[src/rtl/canvas_write_scheduler_if.sv]
// Pen-request and canvas-RAM write-port bundle for canvas_write_scheduler.
interface canvas_write_scheduler_if #(
  parameter int ADDR_W = 10
);
  logic              pen_valid;
  logic [ADDR_W-1:0] pen_addr;
  logic              pen_data;
  logic              pen_ready;
  logic              mem_we;
  logic [ADDR_W-1:0] mem_addr;
  logic              mem_din;

  modport master (
    output pen_valid, pen_addr, pen_data,
    input  pen_ready, mem_we, mem_addr, mem_din
  );

  modport slave (
    input  pen_valid, pen_addr, pen_data,
    output pen_ready, mem_we, mem_addr, mem_din
  );
endinterface

[src/rtl/canvas_write_scheduler.sv]
// Single write-port owner for the 32x32 canvas RAM: pen writes vs. clear sweeps.
// Optional row-only clear selected by defining CANVAS_ROW_CLEAR_EN.
module canvas_write_scheduler #(
  parameter int   ADDR_W       = 10,
  parameter int   CANVAS_DEPTH = 1024,
  parameter logic CLEAR_VALUE  = 1'b0
) (
  input  logic                     clk,
  input  logic                     rst,
  canvas_write_scheduler_if.slave  bus,
  input  logic                     clear_start,
  input  logic [4:0]               clear_row,
  output logic                     busy,
  output logic                     clear_done
);

  typedef enum logic [1:0] {
    IDLE,
    CLEAR,
    DONE
  } state_t;

  state_t            state;
  logic [ADDR_W-1:0] counter;
  logic [ADDR_W-1:0] sweep_first;
  logic [ADDR_W-1:0] sweep_last;

`ifdef CANVAS_ROW_CLEAR_EN
  logic [4:0] row_q;

  always_ff @(posedge clk or posedge rst) begin
    if (rst) begin
      row_q <= '0;
    end else if (state == IDLE && clear_start) begin
      row_q <= clear_row;
    end
  end

  // First address uses the live row (entry edge); the end bound uses the sampled row.
  assign sweep_first = ADDR_W'({clear_row, 5'd0});
  assign sweep_last  = ADDR_W'({row_q, 5'd31});
`else
  logic unused_clear_row;
  assign unused_clear_row = ^clear_row;
  assign sweep_first      = '0;
  assign sweep_last       = ADDR_W'(CANVAS_DEPTH - 1);
`endif

  assign bus.pen_ready = (state == IDLE) && !clear_start;

  // The entry edge already issues the first sweep write, so busy and mem_we
  // stay high together for exactly the sweep length.
  always_ff @(posedge clk or posedge rst) begin
    if (rst) begin
      state        <= IDLE;
      counter      <= '0;
      bus.mem_we   <= 1'b0;
      bus.mem_addr <= '0;
      bus.mem_din  <= 1'b0;
      busy         <= 1'b0;
      clear_done   <= 1'b0;
    end else begin
      case (state)
        IDLE: begin
          clear_done <= 1'b0;
          if (clear_start) begin
            state        <= CLEAR;
            busy         <= 1'b1;
            counter      <= sweep_first;
            bus.mem_we   <= 1'b1;
            bus.mem_addr <= sweep_first;
            bus.mem_din  <= CLEAR_VALUE;
          end else if (bus.pen_valid) begin
            bus.mem_we   <= 1'b1;
            bus.mem_addr <= bus.pen_addr;
            bus.mem_din  <= bus.pen_data;
          end else begin
            bus.mem_we   <= 1'b0;
          end
        end
        CLEAR: begin
          if (counter == sweep_last) begin
            state      <= DONE;
            busy       <= 1'b0;
            clear_done <= 1'b1;
            bus.mem_we <= 1'b0;
          end else begin
            counter      <= counter + 1'b1;
            bus.mem_we   <= 1'b1;
            bus.mem_addr <= counter + 1'b1;
            bus.mem_din  <= CLEAR_VALUE;
          end
        end
        DONE: begin
          state      <= IDLE;
          clear_done <= 1'b0;
          bus.mem_we <= 1'b0;
        end
        default: begin
          state      <= IDLE;
          busy       <= 1'b0;
          clear_done <= 1'b0;
          bus.mem_we <= 1'b0;
        end
      endcase
    end
  end

endmodule
[src/flat_wrapper.sv]
// flat-port wrapper written by rule: the top's interface ports become plain ports
module canvas_write_scheduler_flat 
#(
  parameter int   ADDR_W       = 10,
  parameter int   CANVAS_DEPTH = 1024,
  parameter logic CLEAR_VALUE  = 1'b0
)
  (clk, rst, clear_start, clear_row, busy, clear_done, bus_pen_valid, bus_pen_addr, bus_pen_data, bus_pen_ready, bus_mem_we, bus_mem_addr, bus_mem_din);
  canvas_write_scheduler_if #(.ADDR_W(ADDR_W)) bus_i ();
  input  logic clk;
  input  logic rst;
  input  logic clear_start;
  input  logic [4:0] clear_row;
  output logic busy;
  output logic clear_done;
  input wire logic [$bits(bus_i.pen_valid)-1:0] bus_pen_valid;
  input wire logic [$bits(bus_i.pen_addr)-1:0] bus_pen_addr;
  input wire logic [$bits(bus_i.pen_data)-1:0] bus_pen_data;
  output wire logic [$bits(bus_i.pen_ready)-1:0] bus_pen_ready;
  output wire logic [$bits(bus_i.mem_we)-1:0] bus_mem_we;
  output wire logic [$bits(bus_i.mem_addr)-1:0] bus_mem_addr;
  output wire logic [$bits(bus_i.mem_din)-1:0] bus_mem_din;
  assign bus_i.pen_valid = bus_pen_valid;
  assign bus_i.pen_addr = bus_pen_addr;
  assign bus_i.pen_data = bus_pen_data;
  assign bus_pen_ready = bus_i.pen_ready;
  assign bus_mem_we = bus_i.mem_we;
  assign bus_mem_addr = bus_i.mem_addr;
  assign bus_mem_din = bus_i.mem_din;
  canvas_write_scheduler #(.ADDR_W(ADDR_W), .CANVAS_DEPTH(CANVAS_DEPTH), .CLEAR_VALUE(CLEAR_VALUE)) u_core (.clk(clk), .rst(rst), .bus(bus_i), .clear_start(clear_start), .clear_row(clear_row), .busy(busy), .clear_done(clear_done));
endmodule
[config.mk]
export PLATFORM = sky130hd
export DESIGN_NAME = canvas_write_scheduler_flat
export DESIGN_NICKNAME = d
export VERILOG_FILES = /design/src/rtl/canvas_write_scheduler_if.sv /design/src/rtl/canvas_write_scheduler.sv /design/src/flat_wrapper.sv
export SDC_FILE = /design/constraint.sdc
export NUM_CORES = 1
export LEC_CHECK = 0
export CORE_MARGIN = 4
export CORE_UTILIZATION = 30
export DETAILED_ROUTE_END_ITERATION = 6
export PLACE_DENSITY = 0.5
export SETUP_SLACK_MARGIN = 0.2
export SKIP_CTS_REPAIR_TIMING = 1
export SLEW_MARGIN = 40
export SYNTH_ARGS = -nofsm -noshare
export SYNTH_HDL_FRONTEND = slang
export SYNTH_SLANG_ARGS = --single-unit
[constraint.sdc]
create_clock -name clk -period 2.7 [get_ports clk]
set_clock_uncertainty 0.2 [all_clocks]
set_input_delay 0.27 -clock clk [delete_from_list [all_inputs] [get_ports clk]]
set_output_delay 0.27 -clock clk [all_outputs]
set_load 0.005 [all_outputs]
==> metrics.md <==
| Metric | Value |
|---|---|
| Met3 global-route usage | `2.44%` |
| CP endpoint kind | `flop` |
| Max Freq | `0.429 GHz` |
| Slew Viols, Final | `0` |
| GR Util met1 | `16.8%` |
| Maxcap violations | `0` |
| Placeable Area | `0.00472 mm^2` |
| Main combinational cell family by area after synthesis | `compound AO/OA/AOI/OAI gates` |
| Rel. slew slack | `66.0%` |
| Seq/Total Area, Yosys | `44.7%` |
| Number of core rows | `25` |
| Num ports | `35` |
| Status | `complete, no violations` |
| Hold Crit Class | `in -> async` |
| Worst IR Drop VDD | `0.000218 V` |
| Die Ht | `77.7 um` |
| Unique masters post-synth | `42` |
| Nets | `195` |
| Arrival time at the worst endpoint | `2.29 ns` |
| Number of buffers created by CTS | `3` |
| Avg Cell Area, Syn | `10.1 um^2` |
| Tot GR Track Use | `12.8%` |
| Tmin final | `2.33 ns` |
| Full die area | `0.00603 mm^2` |
| Gate Count Post-Synth | `144` |
| Root buf cell | `clkbuf_8` |
| DRT iter0 DRCs | `70` |
| Vias | `1245` |
| Setup Crit Path Kind | `reg -> reg` |
| Layout filler cell count | `459` |
| Mapped cell area | `0.00146 mm^2` |
| Critical-path cell list | `ha_1 > and3_1 > a41oi_2 > o21ai_2 > a221o_1` |
| Register bit total from synthesis | `26` |
| Fin area | `0.00187 mm^2` |
| Power per Cell Area | `721 mW/mm^2` |
| Adder-cell share of the synthesized area | `0.859%` |
| Initial antenna violation count | `0` |
| WP data required | `2.66 ns` |
| Clock sinks | `26` |
| Unrepaired setup endpoints after global routing | `no` |
| Complex-gate fraction of the synthesized area | `22.5%` |
| Detailed Place HPWL | `2670 um` |
| Post-Layout Cell Count | `240` |
| Remaining routing DRC violations | `0` |
| Layout area overhead | `28.4%` |
| Pleak | `0.753 nW` |
| Routed wire per std cell | `15.3 um` |
| Placed Cells incl. Taps | `236` |
| Vias in the first global route | `1292` |
| Area share of and/or/nand/nor cells after synthesis | `16.5%` |
| Crit-path leading delay family | `compound AO/OA/AOI/OAI gates` |
| H-tree Lvls | `1` |
| Post-route ant nets | `0` |
| Reg clk slew, reported paths | `0.10 ns` |
| Slowest stage delay, CP | `0.45 ns` |
| DRT Pass-1 Iters | `4` |
| Die X | `77.7 um` |
| Most common cell after layout, fill and taps aside | `clkdlybuf4s50_1` |
| Initial core utilization | `30.8%` |
| Crit-path slowest cell | `dfrtp_1` |
| First-pass GRT wire length | `6190 um` |
| Final Hold Viols | `0` |
| Routed WL | `3680 um` |
| Yosys warns | `0` |
| Pin count of the biggest net entering global routing | `27` |
| Worst slew pin tran | `0.506 ns` |
| Post-synthesis mux area share | `5.93%` |
| CP Launch Point | `u_core.counter[0]$_DFFE_PP0P_` |
| Worst Path Max Fanout | `7` |
| Final number of setup-violating endpoints | `0` |
| Post-DP Area | `0.00180 mm^2` |
| Diodes inserted | `0` |
| Grt met2 use | `20.6%` |
| Critical path buffer and inverter count | `0` |
| Share of cells above drive strength 1 | `11.6%` |
| Synth Area in XOR/XNOR | `3.01%` |
| Fin crit share | `86.3%` |
| Global routing's busiest layer | `met2` |
| Worst-case clock buffer depth | `2` |
| Crit path launch type | `flop` |
| Port buffer count | `29` |
| Worst-Skew Late Latency | `0.27 ns` |
| RePlAce Congestion | `0.815` |
| Net Count, Synth | `165` |
| Most frequent cells in the layout | `29 x clkdlybuf4s50_1, 26 x dfrtp_1, 13 x o21ai_0` |
| Routed vias/inst | `5.19` |
| Worst r2r src | `u_core.counter[0]$_DFFE_PP0P_` |
| TritonCTS clock tree | `built` |
| Post-route setup TNS | `0 ns` |
| Total grt overflow | `0` |
## worst register-to-register path, delay by kind of cell, from the launching register on
family                   cells  cell delay (ns)
AO/OA/AOI/OAI                3             1.04
flip-flops                   1             0.45
adder cells (fa/ha/maj)      1             0.29
AND/OR/NAND/NOR              1             0.24
## cells by family after synthesis
logic type,Yosys count
and+or+nand+nor,45
xor gates and xnor gates,5
buffers and inverters,15
AOI/OAI and AO/OA,46
DFF,26
muxes,6
adders and majority gates,1
## flip-flops by register name, summed over array words and instances, names as in the netlist
name and count:
u_core.clear_done 1, u_core.state 2, u_core.bus.mem_addr 10, u_core.counter 10, u_core.bus.mem_din 1, u_core.bus.mem_we 1
u_core.busy 1
## cell type report
type | count | area (um^2) | share of cell area [%]
clock buffer | 3 | 41.3 | 2.21
tap | 67 | 83.8 | 4.48
sequential | 26 | 651 | 34.8
inverter | 5 | 18.8 | 1.00
multi-input combinational | 103 | 711 | 38.0
clock inverter | 1 | 30.0 | 1.61
timing repair buffer | 35 | 335 | 17.9
## final timing paths
path / to / slack [ns] / cells past startpoint
worst max-delay path: u_core.counter[8]$_DFFE_PP0P_ / 0.37 / 5
worst min-delay path: u_core.bus.mem_addr[6]$_DFFE_PP0P_ / 0.16 / 3
worst max register to register: u_core.counter[8]$_DFFE_PP0P_ / 0.37 / 5
worst min register to register: u_core.clear_done$_DFFE_PP0P_ / 0.31 / 2
max in group asynchronous: u_core.counter[6]$_DFFE_PP0P_ / 1.88 / 3
min in group clk: u_core.clear_done$_DFFE_PP0P_ / 0.31 / 2
## stage by stage
stage,util (%),setup slack (ns),hold WS (ns),total power [mW]
2_1_floorplan,-,0.537,0.110,0.864
3_3_place_gp,38.1,0.401,0.291,1.02
5_1_grt,39.6,0.307,0.210,1.44
3_5_place_dp,38.1,0.383,0.291,1.03
4_1_cts,39.6,0.380,0.174,1.36
6_report,39.6,0.370,0.160,1.35
## Yosys cell counts
| cell | n | area share, % |
|---|---|---|
| dfrtp_1 | 26 | 45 |
| o21ai_0 | 13 | 4.5 |
| nor2_1 | 9 | 2.3 |
| a21oi_1 | 8 | 2.7 |
| nand2_1 | 8 | 2.1 |
| nor3_1 | 7 | 2.4 |
| o31ai_1 | 6 | 3.1 |
| inv_1 | 5 | 1.3 |
| mux2_4 | 5 | 5.2 |
| nand3_1 | 5 | 1.7 |
| a221o_1 | 4 | 2.7 |
| buf_6 | 4 | 3.1 |
| xnor2_1 | 4 | 2.4 |
| buf_2 | 3 | 1.0 |
| nand3b_1 | 3 | 1.5 |
| o311a_1 | 3 | 2.1 |
| a31oi_1 | 2 | 0.86 |
| and3_1 | 2 | 0.86 |
| nand4_1 | 2 | 0.86 |
| o2bb2ai_1 | 2 | 1.2 |
| o41ai_1 | 2 | 1.2 |
| a41o_1 | 1 | 0.69 |
| a41oi_2 | 1 | 1.1 |
| and2_1 | 1 | 0.43 |
| and4_1 | 1 | 0.60 |
| buf_4 | 1 | 0.52 |
| clkbuf_1 | 1 | 0.26 |
| clkbuf_2 | 1 | 0.34 |
| ha_1 | 1 | 0.86 |
| mux2_2 | 1 | 0.77 |
| nand2b_1 | 1 | 0.43 |
| nand3_2 | 1 | 0.69 |
| nor2_4 | 1 | 0.77 |
| nor2b_1 | 1 | 0.43 |
| nor3b_1 | 1 | 0.52 |
| nor4_1 | 1 | 0.43 |
| o21a_1 | 1 | 0.52 |
| o21ai_2 | 1 | 0.60 |
| o22a_1 | 1 | 0.60 |
| o32ai_1 | 1 | 0.60 |
| or3_1 | 1 | 0.43 |
| xor2_1 | 1 | 0.60 |
## report_power, final
group	switching (mW)	internal, mW	leakage (nW)	total (mW)
clock network	0.126	0.198	0.0357	0.324
registers	0.110	0.490	0.321	0.600
logic	0.175	0.249	0.396	0.424
## layer usage
metal  vias to the layer above  routed length [um]
li1                        597                   -
met3                         6                 180
met2                        32                1730
met1                       610                1700
met5                         -                   0
met4                         0                  70
Power figures use the tool's default switching activity.
